File: config.mk
export PLATFORM = sky130hd
export DESIGN_NAME = pf_lanectrl_pause_gen
export DESIGN_NICKNAME = d
export VERILOG_FILES = /design/src/rtl/pf_lanectrl_pkg.sv /design/src/rtl/pf_lanectrl_pause_gen.sv
export SDC_FILE = /design/constraint.sdc
export NUM_CORES = 1
export LEC_CHECK = 0
export ABC_CLOCK_PERIOD_IN_PS = 1900
export CAP_MARGIN = 20
export CELL_PAD_IN_SITES_DETAIL_PLACEMENT = 0
export CELL_PAD_IN_SITES_GLOBAL_PLACEMENT = 2
export CORE_ASPECT_RATIO = 0.7
export CORE_MARGIN = 5
export CORE_UTILIZATION = 32
export DETAILED_ROUTE_END_ITERATION = 7
export MAX_ROUTING_LAYER = met4
export PLACE_DENSITY_LB_ADDON = 0.05
export SLEW_MARGIN = 5
export SYNTH_ARGS = -nofsm -noshare
export SYNTH_HDL_FRONTEND = slang
export SYNTH_SLANG_ARGS = --single-unit
export TNS_END_PERCENT = 50
File: constraint.sdc
create_clock -name CLK -period 1.9 [get_ports CLK]
set_input_delay 0.57 -clock CLK [delete_from_list [all_inputs] [get_ports CLK]]
set_output_delay 0.57 -clock CLK [all_outputs]
set_load 0.01 [all_outputs]
File: src/rtl/pf_lanectrl_pkg.sv
// ---------------------------------------------------------------------------
// pf_lanectrl_pkg
// Shared definitions for the lane-controller pause/update sequencer:
//   - state_t       : sequencer state encoding
//   - DEF_SETUP_CYC : default pause cycles ahead of the update strobe
//   - DEF_HOLD_CYC  : default pause cycles after the update strobe
//   - DEF_GAP_CYC   : default minimum pause-low cycles between sequences
//   - CNT_W         : width of the shared down-counter
// ---------------------------------------------------------------------------
package pf_lanectrl_pkg;

    localparam int unsigned CNT_W         = 4;
    localparam int unsigned DEF_SETUP_CYC = 4;
    localparam int unsigned DEF_HOLD_CYC  = 4;
    localparam int unsigned DEF_GAP_CYC   = 2;

    typedef enum logic [2:0] {
        ST_IDLE  = 3'd0,
        ST_SETUP = 3'd1,
        ST_UPDT  = 3'd2,
        ST_HOLD  = 3'd3,
        ST_GAP   = 3'd4
    } state_t;

endpackage

File: src/rtl/pf_lanectrl_pause_gen.sv
// ---------------------------------------------------------------------------
// pf_lanectrl_pause_gen
// Generates one pause/update sequence per request for a lane controller:
// the pause level is raised, after SETUP_CYC cycles a single-cycle update
// strobe is issued, the pause is held for HOLD_CYC more cycles, and then a
// pause-low gap of GAP_CYC cycles separates it from the next sequence.
// One extra request may be queued while a sequence runs; further requests
// are dropped and flagged.
//
// Ports:
//   CLK             in   clock, rising edge
//   RESET           in   synchronous active-high reset
//   REQ             in   single-cycle sequence request
//   ACK             out  single-cycle pulse on the first gap cycle
//   BUSY            out  high while any sequence state is active
//   HS_IO_CLK_PAUSE out  registered pause level to the pause synchronizer
//   UPDATE          out  registered single-cycle update strobe
//   OVERFLOW        out  sticky dropped-request flag
// ---------------------------------------------------------------------------
module pf_lanectrl_pause_gen
    import pf_lanectrl_pkg::*;
#(
    parameter int unsigned SETUP_CYC = DEF_SETUP_CYC,
    parameter int unsigned HOLD_CYC  = DEF_HOLD_CYC,
    parameter int unsigned GAP_CYC   = DEF_GAP_CYC
) (
    input  logic CLK,
    input  logic RESET,
    input  logic REQ,
    output logic ACK,
    output logic BUSY,
    output logic HS_IO_CLK_PAUSE,
    output logic UPDATE,
    output logic OVERFLOW
);

    // The counter is 4 bits wide, so each interval must fit in 1..15.
    if (SETUP_CYC < 1 || SETUP_CYC > 15) begin : g_badSetup
        $error("pf_lanectrl_pause_gen: SETUP_CYC must be in 1..15");
    end
    if (HOLD_CYC < 1 || HOLD_CYC > 15) begin : g_badHold
        $error("pf_lanectrl_pause_gen: HOLD_CYC must be in 1..15");
    end
    if (GAP_CYC < 1 || GAP_CYC > 15) begin : g_badGap
        $error("pf_lanectrl_pause_gen: GAP_CYC must be in 1..15");
    end

    localparam logic [CNT_W-1:0] SETUP_LOAD = CNT_W'(SETUP_CYC - 1);
    localparam logic [CNT_W-1:0] HOLD_LOAD  = CNT_W'(HOLD_CYC - 1);
    localparam logic [CNT_W-1:0] GAP_LOAD   = CNT_W'(GAP_CYC - 1);

    state_t             r_state;
    logic [CNT_W-1:0]   r_count;
    logic               r_pending;
    logic               r_overflow;
    logic               r_pause;
    logic               r_update;
    logic               r_ack;

    state_t             w_nextState;
    logic [CNT_W-1:0]   w_nextCount;
    logic               w_nextPending;
    logic               w_nextOverflow;
    logic               w_cntZero;
    logic               w_lastGap;
    logic               w_reqTakenDirect;
    logic               w_nextPause;

    // Next-state logic. A request arriving in the final gap cycle with no
    // queued request is taken straight into SETUP, so it must not also be
    // recorded as pending. Any other request during a sequence is queued
    // once; a second one while the queue is full is dropped.
    always_comb begin
        w_nextState      = r_state;
        w_nextCount      = r_count;
        w_nextPending    = r_pending;
        w_nextOverflow   = r_overflow;
        w_cntZero        = (r_count == '0);
        w_lastGap        = (r_state == ST_GAP) && w_cntZero;
        w_reqTakenDirect = w_lastGap && !r_pending;

        if (REQ && (r_state != ST_IDLE) && !w_reqTakenDirect) begin
            if (r_pending) begin
                w_nextOverflow = 1'b1;
            end else begin
                w_nextPending = 1'b1;
            end
        end

        case (r_state)
            ST_IDLE: begin
                if (REQ) begin
                    w_nextState = ST_SETUP;
                    w_nextCount = SETUP_LOAD;
                end
            end
            ST_SETUP: begin
                if (w_cntZero) begin
                    w_nextState = ST_UPDT;
                end else begin
                    w_nextCount = r_count - 1'b1;
                end
            end
            ST_UPDT: begin
                w_nextState = ST_HOLD;
                w_nextCount = HOLD_LOAD;
            end
            ST_HOLD: begin
                if (w_cntZero) begin
                    w_nextState = ST_GAP;
                    w_nextCount = GAP_LOAD;
                end else begin
                    w_nextCount = r_count - 1'b1;
                end
            end
            ST_GAP: begin
                if (w_cntZero) begin
                    if (r_pending) begin
                        w_nextState   = ST_SETUP;
                        w_nextCount   = SETUP_LOAD;
                        w_nextPending = 1'b0;
                    end else if (REQ) begin
                        w_nextState = ST_SETUP;
                        w_nextCount = SETUP_LOAD;
                    end else begin
                        w_nextState = ST_IDLE;
                    end
                end else begin
                    w_nextCount = r_count - 1'b1;
                end
            end
            default: begin
                w_nextState = ST_IDLE;
                w_nextCount = '0;
            end
        endcase

        w_nextPause = (w_nextState == ST_SETUP) ||
                      (w_nextState == ST_UPDT)  ||
                      (w_nextState == ST_HOLD);
    end

    // State, counter and flags. Outputs are registered from the next state
    // so that they line up with the state they describe while still coming
    // straight from a flop, which keeps the pause level glitch-free.
    always_ff @(posedge CLK) begin
        if (RESET) begin
            r_state    <= ST_IDLE;
            r_count    <= '0;
            r_pending  <= 1'b0;
            r_overflow <= 1'b0;
            r_pause    <= 1'b0;
            r_update   <= 1'b0;
            r_ack      <= 1'b0;
        end else begin
            r_state    <= w_nextState;
            r_count    <= w_nextCount;
            r_pending  <= w_nextPending;
            r_overflow <= w_nextOverflow;
            r_pause    <= w_nextPause;
            r_update   <= (w_nextState == ST_UPDT);
            r_ack      <= (w_nextState == ST_GAP) && (r_state != ST_GAP);
        end
    end

    assign HS_IO_CLK_PAUSE = r_pause;
    assign UPDATE          = r_update;
    assign ACK             = r_ack;
    assign OVERFLOW        = r_overflow;
    assign BUSY            = (r_state != ST_IDLE);

endmodule

Word-level counts from Yosys, hierarchy flattened
Index checks and enable logic that the tools add are counted.
{"block": "totals", "inputBits": 3, "regBits": 12, "elab_cells": 48, "out_inout_bits": 5}
{"block": "classes", "n_eq_ne": 10, "reduce_logical": 13, "add_sub_neg": 1, "muxes": 17}
{"operator": "two-way mux 4 bit", "n": 5}
{"operator": "one-hot mux 4 bit (5 select lines)", "n": 1}
{"operator": "one-hot mux 3 bit (5 select lines)", "n": 1}
{"operator": "== test 3 x 2 -> 1 bit (second input constant)", "n": 4}
{"operator": "two-way mux 3 bit", "n": 4}
{"operator": "== test 3 x 1 -> 1 bit (second input constant)", "n": 2}
{"operator": "== test 3 bit (second input constant)", "n": 2}
{"operator": "two-way mux 1 bit", "n": 6}
{"operator": "logical AND 1 bit", "n": 5}
{"operator": "zero test 4 bit", "n": 1}
{"operator": "subtractor 4 x 1 -> 4 bit (second input constant)", "n": 1}
{"operator": "zero test 3 bit", "n": 1}
{"operator": "!= test 3 bit (second input constant)", "n": 1}
{"operator": "nonzero test 3 bit", "n": 1}
{"operator": "zero test 1 bit", "n": 2}
{"operator": "logical OR 1 bit", "n": 2}
{"operator": "!= test 2 bit (second input constant)", "n": 1}
{"operator": "AND reduction 2 bit", "n": 1}

Logic depth before layout (Yosys ltp)
Gate-level depths: netlist of the first run.
{"block": "logic_depth", "word_depth": 9, "depth_mapped": 6}

Least setup slack after synthesis of the first run
No wires, ideal clock.
{"block": "synth_timing", "path_kind": "input to register", "start": "input port REQ", "end": "register r_count[0]", "setup_slack_ns": 0.301, "t_arrival_ns": 1.463, "setup_time_ns": 0.136, "cell_stages": 5, "path_cell_list": "clkbuf_1 -> or3_1 -> a211o_1 -> nand3_1 -> a221oi_2"}
{"block": "synth_between", "elab_chain_len": 4}
{"element": "from (decl)", "line": "pf_lanectrl_pause_gen.sv:29", "text": "input logic REQ,"}
{"element": "two-way mux 4 bit (*)"}
{"element": "two-way mux 4 bit (2 in a row)"}
{"element": "one-hot mux 4 bit (5 select lines) (*)"}
{"element": "to (signal assigned)", "line": "pf_lanectrl_pause_gen.sv:157", "text": "r_count <= w_nextCount;"}
{"element": "to (decl)", "line": "pf_lanectrl_pause_gen.sv:53", "text": "logic [CNT_W-1:0] r_count;"}
Every way passes the cells marked *; elsewhere a longest branch is shown, timed or not.
A chain may end at the register's enable or synchronous reset.

Worst setup path after layout of the first run
{"block": "layout_timing", "start": "register r_state[1]", "end": "output port BUSY"}
{"block": "layout_between", "elab_chain_len": 1}
{"element": "from (decl)", "line": "pf_lanectrl_pause_gen.sv:52", "text": "state_t r_state;"}
{"element": "from (signal assigned)", "line": "pf_lanectrl_pause_gen.sv:156", "text": "r_state <= w_nextState;"}
{"element": "nonzero test 3 bit", "line": "pf_lanectrl_pause_gen.sv:170", "text": "assign BUSY = (r_state != ST_IDLE);"}
{"element": "to (decl)", "line": "pf_lanectrl_pause_gen.sv:31", "text": "output logic BUSY,"}
No other way between the ends.

==> results_dict.tcl, run 1 <==
set metrics [dict create \
    outcome "finished clean" \
    final_critical_path_setup_slack_ns 0.07927 \
    commonest_register_cell_after_synthesis "sky130_fd_sc_hd__dfxtp_1" \
    dp_hpwl_um 1416 \
    total_routed_wirelength_um 1864 \
    slew-limit-headroom_pct 75.16 \
    mean_number_of_vias_per_cell 5.238 \
    master_cell_of_the_clock_root_buffer "sky130_fd_sc_hd__clkbuf_4" \
    power.static_leakage_nw 0.3602 \
    synth.avg_cell_area_um2 9.043 \
    postSynthNetCount 84 \
    synth_cell_types 41 \
    synth-edff-count 0 \
    powerDensity_nw_per_um2 1613 \
    cts.htree.levels 1 \
    postSynthRegisterBits 12 \
    ys.warnings.count 0 \
    worst_hold_slack_ns 0.4750 \
    holdBufCountCts 0 \
    worst_ep_arrival_time_ns 1.25 \
    flow.area_growth_from_synthesis_pct 25.57 \
    synthCells 79 \
    grt_pass1_vias 598 \
    core.rowCount 14 \
    finClkSkew_ns 0.004625 \
    fmax_mhz 549.2 \
    drcViolationCount 0 \
    sum_of_overflow_across_all_layers_after_global_routing 0 \
    design.core.area_um2 2137 \
    dpl_cell_area_um2 875.8 \
    wl_met1_um 991 \
    post-synth-top-area-cell "sky130_fd_sc_hd__dfxtp_1" \
    drt_pass_1_iters 4 \
    synthArstFlopShare_pct 0 \
    setup_repair_after_global_routing_missed_its_margin "false" \
    final_area_um2 897.1 \
    cts.clk_slew.worst_paths_ns 0.07 \
    count_of_antenna_violating_nets_left_after_detailed_routing 0 \
    timing.final.setup_violations 0 \
    grtUsageTotal_pct 12.79 \
    tritoncts_num_sinks 12 \
    clk_latency_ns 0.27 \
    crit_type "flip-flop to output port" \
    die_height_um 49.54 \
    timing_max_transition_violations_final 0 \
    finalCritPeriodShare_pct 95.83 \
    die-width_um 66.48 \
    grt_max_degree 13 \
    die_area_um2 3293 \
    tightestPinTransition_ns 0.3721 \
    report.power.total_w 0.001447 \
    numCtsBuffers 3 \
    post_route_cells_drive_above_1_share_pct 21.28 \
    post_synth_most_frequent_cells "sky130_fd_sc_hd__dfxtp_1, sky130_fd_sc_hd__a21oi_1, sky130_fd_sc_hd__nor3_1" \
    route.vias.total 660 \
    hold_viol 0 \
    synth_seq_area_share_pct 33.63 \
    gp_congestion 0.7435 \
    crit_start_category "flip-flop" \
    drt_iter0_markers 39 \
    effective_utilization_at_floorplan_pct 33.43 \
    cts_tree "built" \
    timing.max_cap.violations 0 \
    nets 101 \
    top_cell_type_s_share_of_synthesized_area_pct 33.63 \
    synth.cell_area_um2 714.4 \
    crit_required_ns 1.33 \
    buffer_ports.inserted 7 \
    topRoutingLayerUsed "met4" \
    cts_post_setup_buffers_inserted 0 \
    period_needed_ns 1.821 \
    post_synth_main_area_contributors "sky130_fd_sc_hd__dfxtp_1, sky130_fd_sc_hd__nor3b_4, sky130_fd_sc_hd__a21oi_1" \
    boundaryPins 8 \
    clock_tree.buffer_depth 2 \
    power.ir.vdd_worst_uv 486.4 \
    met2_length_um 773 \
    critical_path_peak_fanout 2 \
    placement.setup.worst_slack_ns -0.1259 \
    cts-resized-gates 1 \
    fill_cells 235 \
    diodes 0 \
    setup.worst_path.end_class "output port" \
    worstHoldPathType "flip-flop to flip-flop" \
    dr_wl_met3_um 85 \
    detail_route.wl_per_cell_um 14.79 \
    synth.most_common_cell "sky130_fd_sc_hd__dfxtp_1" \
    antenna_found_initial 0 \
    first_pass_grt_wire_length_um 3008 \
]
[layer usage]
layer  up-vias  track usage [%]
li1        325                -
met1       321            18.11
met2        12            16.31
met3         2            5.682
met4         0            3.041
met5         -                -
[cell families after synthesis]
kind of cell / count (synthesis) / synth area share (%)
buffers and inverters: 9 / 5.428
multiplexers: 1 / 1.401
AND/OR/NAND/NOR: 26 / 25.74
flip-flops: 12 / 33.63
adder cells (fa/ha/maj): 2 / 3.502
XOR/XNOR: 1 / 1.226
AO/OA/AOI/OAI: 28 / 29.07
[report_power, final]
part,switching [W],internal [W],total [W]
sequential,0.0000601,0.000326,0.000386
clock,0.0000882,0.0000734,0.000162
combinational,0.000463,0.000437,0.000900
[placed cells by master, fill, tap and decap left out, types with 2 or more instances in the layout]
cell type,n
sky130_fd_sc_hd__o21ai_0,4
sky130_fd_sc_hd__a22o_1,2
sky130_fd_sc_hd__nand2b_1,2
sky130_fd_sc_hd__dfxtp_1,12
sky130_fd_sc_hd__nor3_1,6
sky130_fd_sc_hd__a21o_1,2
sky130_fd_sc_hd__clkbuf_4,3
sky130_fd_sc_hd__ha_1,2
sky130_fd_sc_hd__or3_1,2
sky130_fd_sc_hd__inv_1,4
sky130_fd_sc_hd__buf_4,10
sky130_fd_sc_hd__o221a_1,2
sky130_fd_sc_hd__nor3b_4,2
sky130_fd_sc_hd__a21oi_1,6
sky130_fd_sc_hd__nand2_1,4
sky130_fd_sc_hd__clkdlybuf4s50_1,6
[state kept, by name (all words and copies together) (netlist names)]
register	cells
ACK	1
HS_IO_CLK_PAUSE	1
UPDATE	1
r_pending	1
r_state	3
OVERFLOW	1
r_count	4
[per-stage QoR]
stage	std cells	setup TNS (ns)	utilization, %
after floorplan	79	0	-
after global placement	123	-0.1345	40.98
after detailed placement	123	-0.1704	40.98
after CTS	126	0	41.98
after global routing	126	0	41.98
final	126	0	41.98
[path summary, 6_finish.rpt]
kind                                         startpoint                 endpoint  slack [ns]  cells past startpoint
worst min-delay path              OVERFLOW$_SDFFE_PP0P_    OVERFLOW$_SDFFE_PP0P_        0.47                      2
worst max register to register  r_count[0]$_SDFFE_PP0P_  r_count[1]$_SDFFE_PP0P_        0.24                      6
worst min register to register    OVERFLOW$_SDFFE_PP0P_    OVERFLOW$_SDFFE_PP0P_        0.47                      2
worst max-delay path              r_state[1]$_SDFF_PP0_                     BUSY        0.08                      2
[critical path: stages (launching register included)]
cell                            delay [ns]
sky130_fd_sc_hd__dfxtp_1              0.31
sky130_fd_sc_hd__or3_1                0.38
sky130_fd_sc_hd__dlygate4sd2_1        0.29
[area by class of cell]
type                            count  area (um^2)  area share [%]
Multi-Input combinational cell     58        435.4           48.54
Sequential cell                    12        240.2           26.78
Timing Repair Buffer               17        143.9           16.04
Tap cell                           32        40.04           4.463
Clock buffer                        3        22.52           2.510
Inverter                            4        15.01           1.674
Power figures use the tool's default switching activity.
==> run 2: changes to the inputs <==
Settings changed: GPL_ROUTABILITY_DRIVEN set to 0, SKIP_LAST_GASP set to 1.
==> results of run 2 <==
No change in the layout: final DEF, timing and power equal those of run 1.
==> run 3: changes to the inputs <==
Settings changed: ABC_CLOCK_PERIOD_IN_PS 1900 to unset, CTS_CLUSTER_SIZE set to 24.
==> results of run 3 <==
No change in the layout: final DEF, timing and power equal those of run 1.
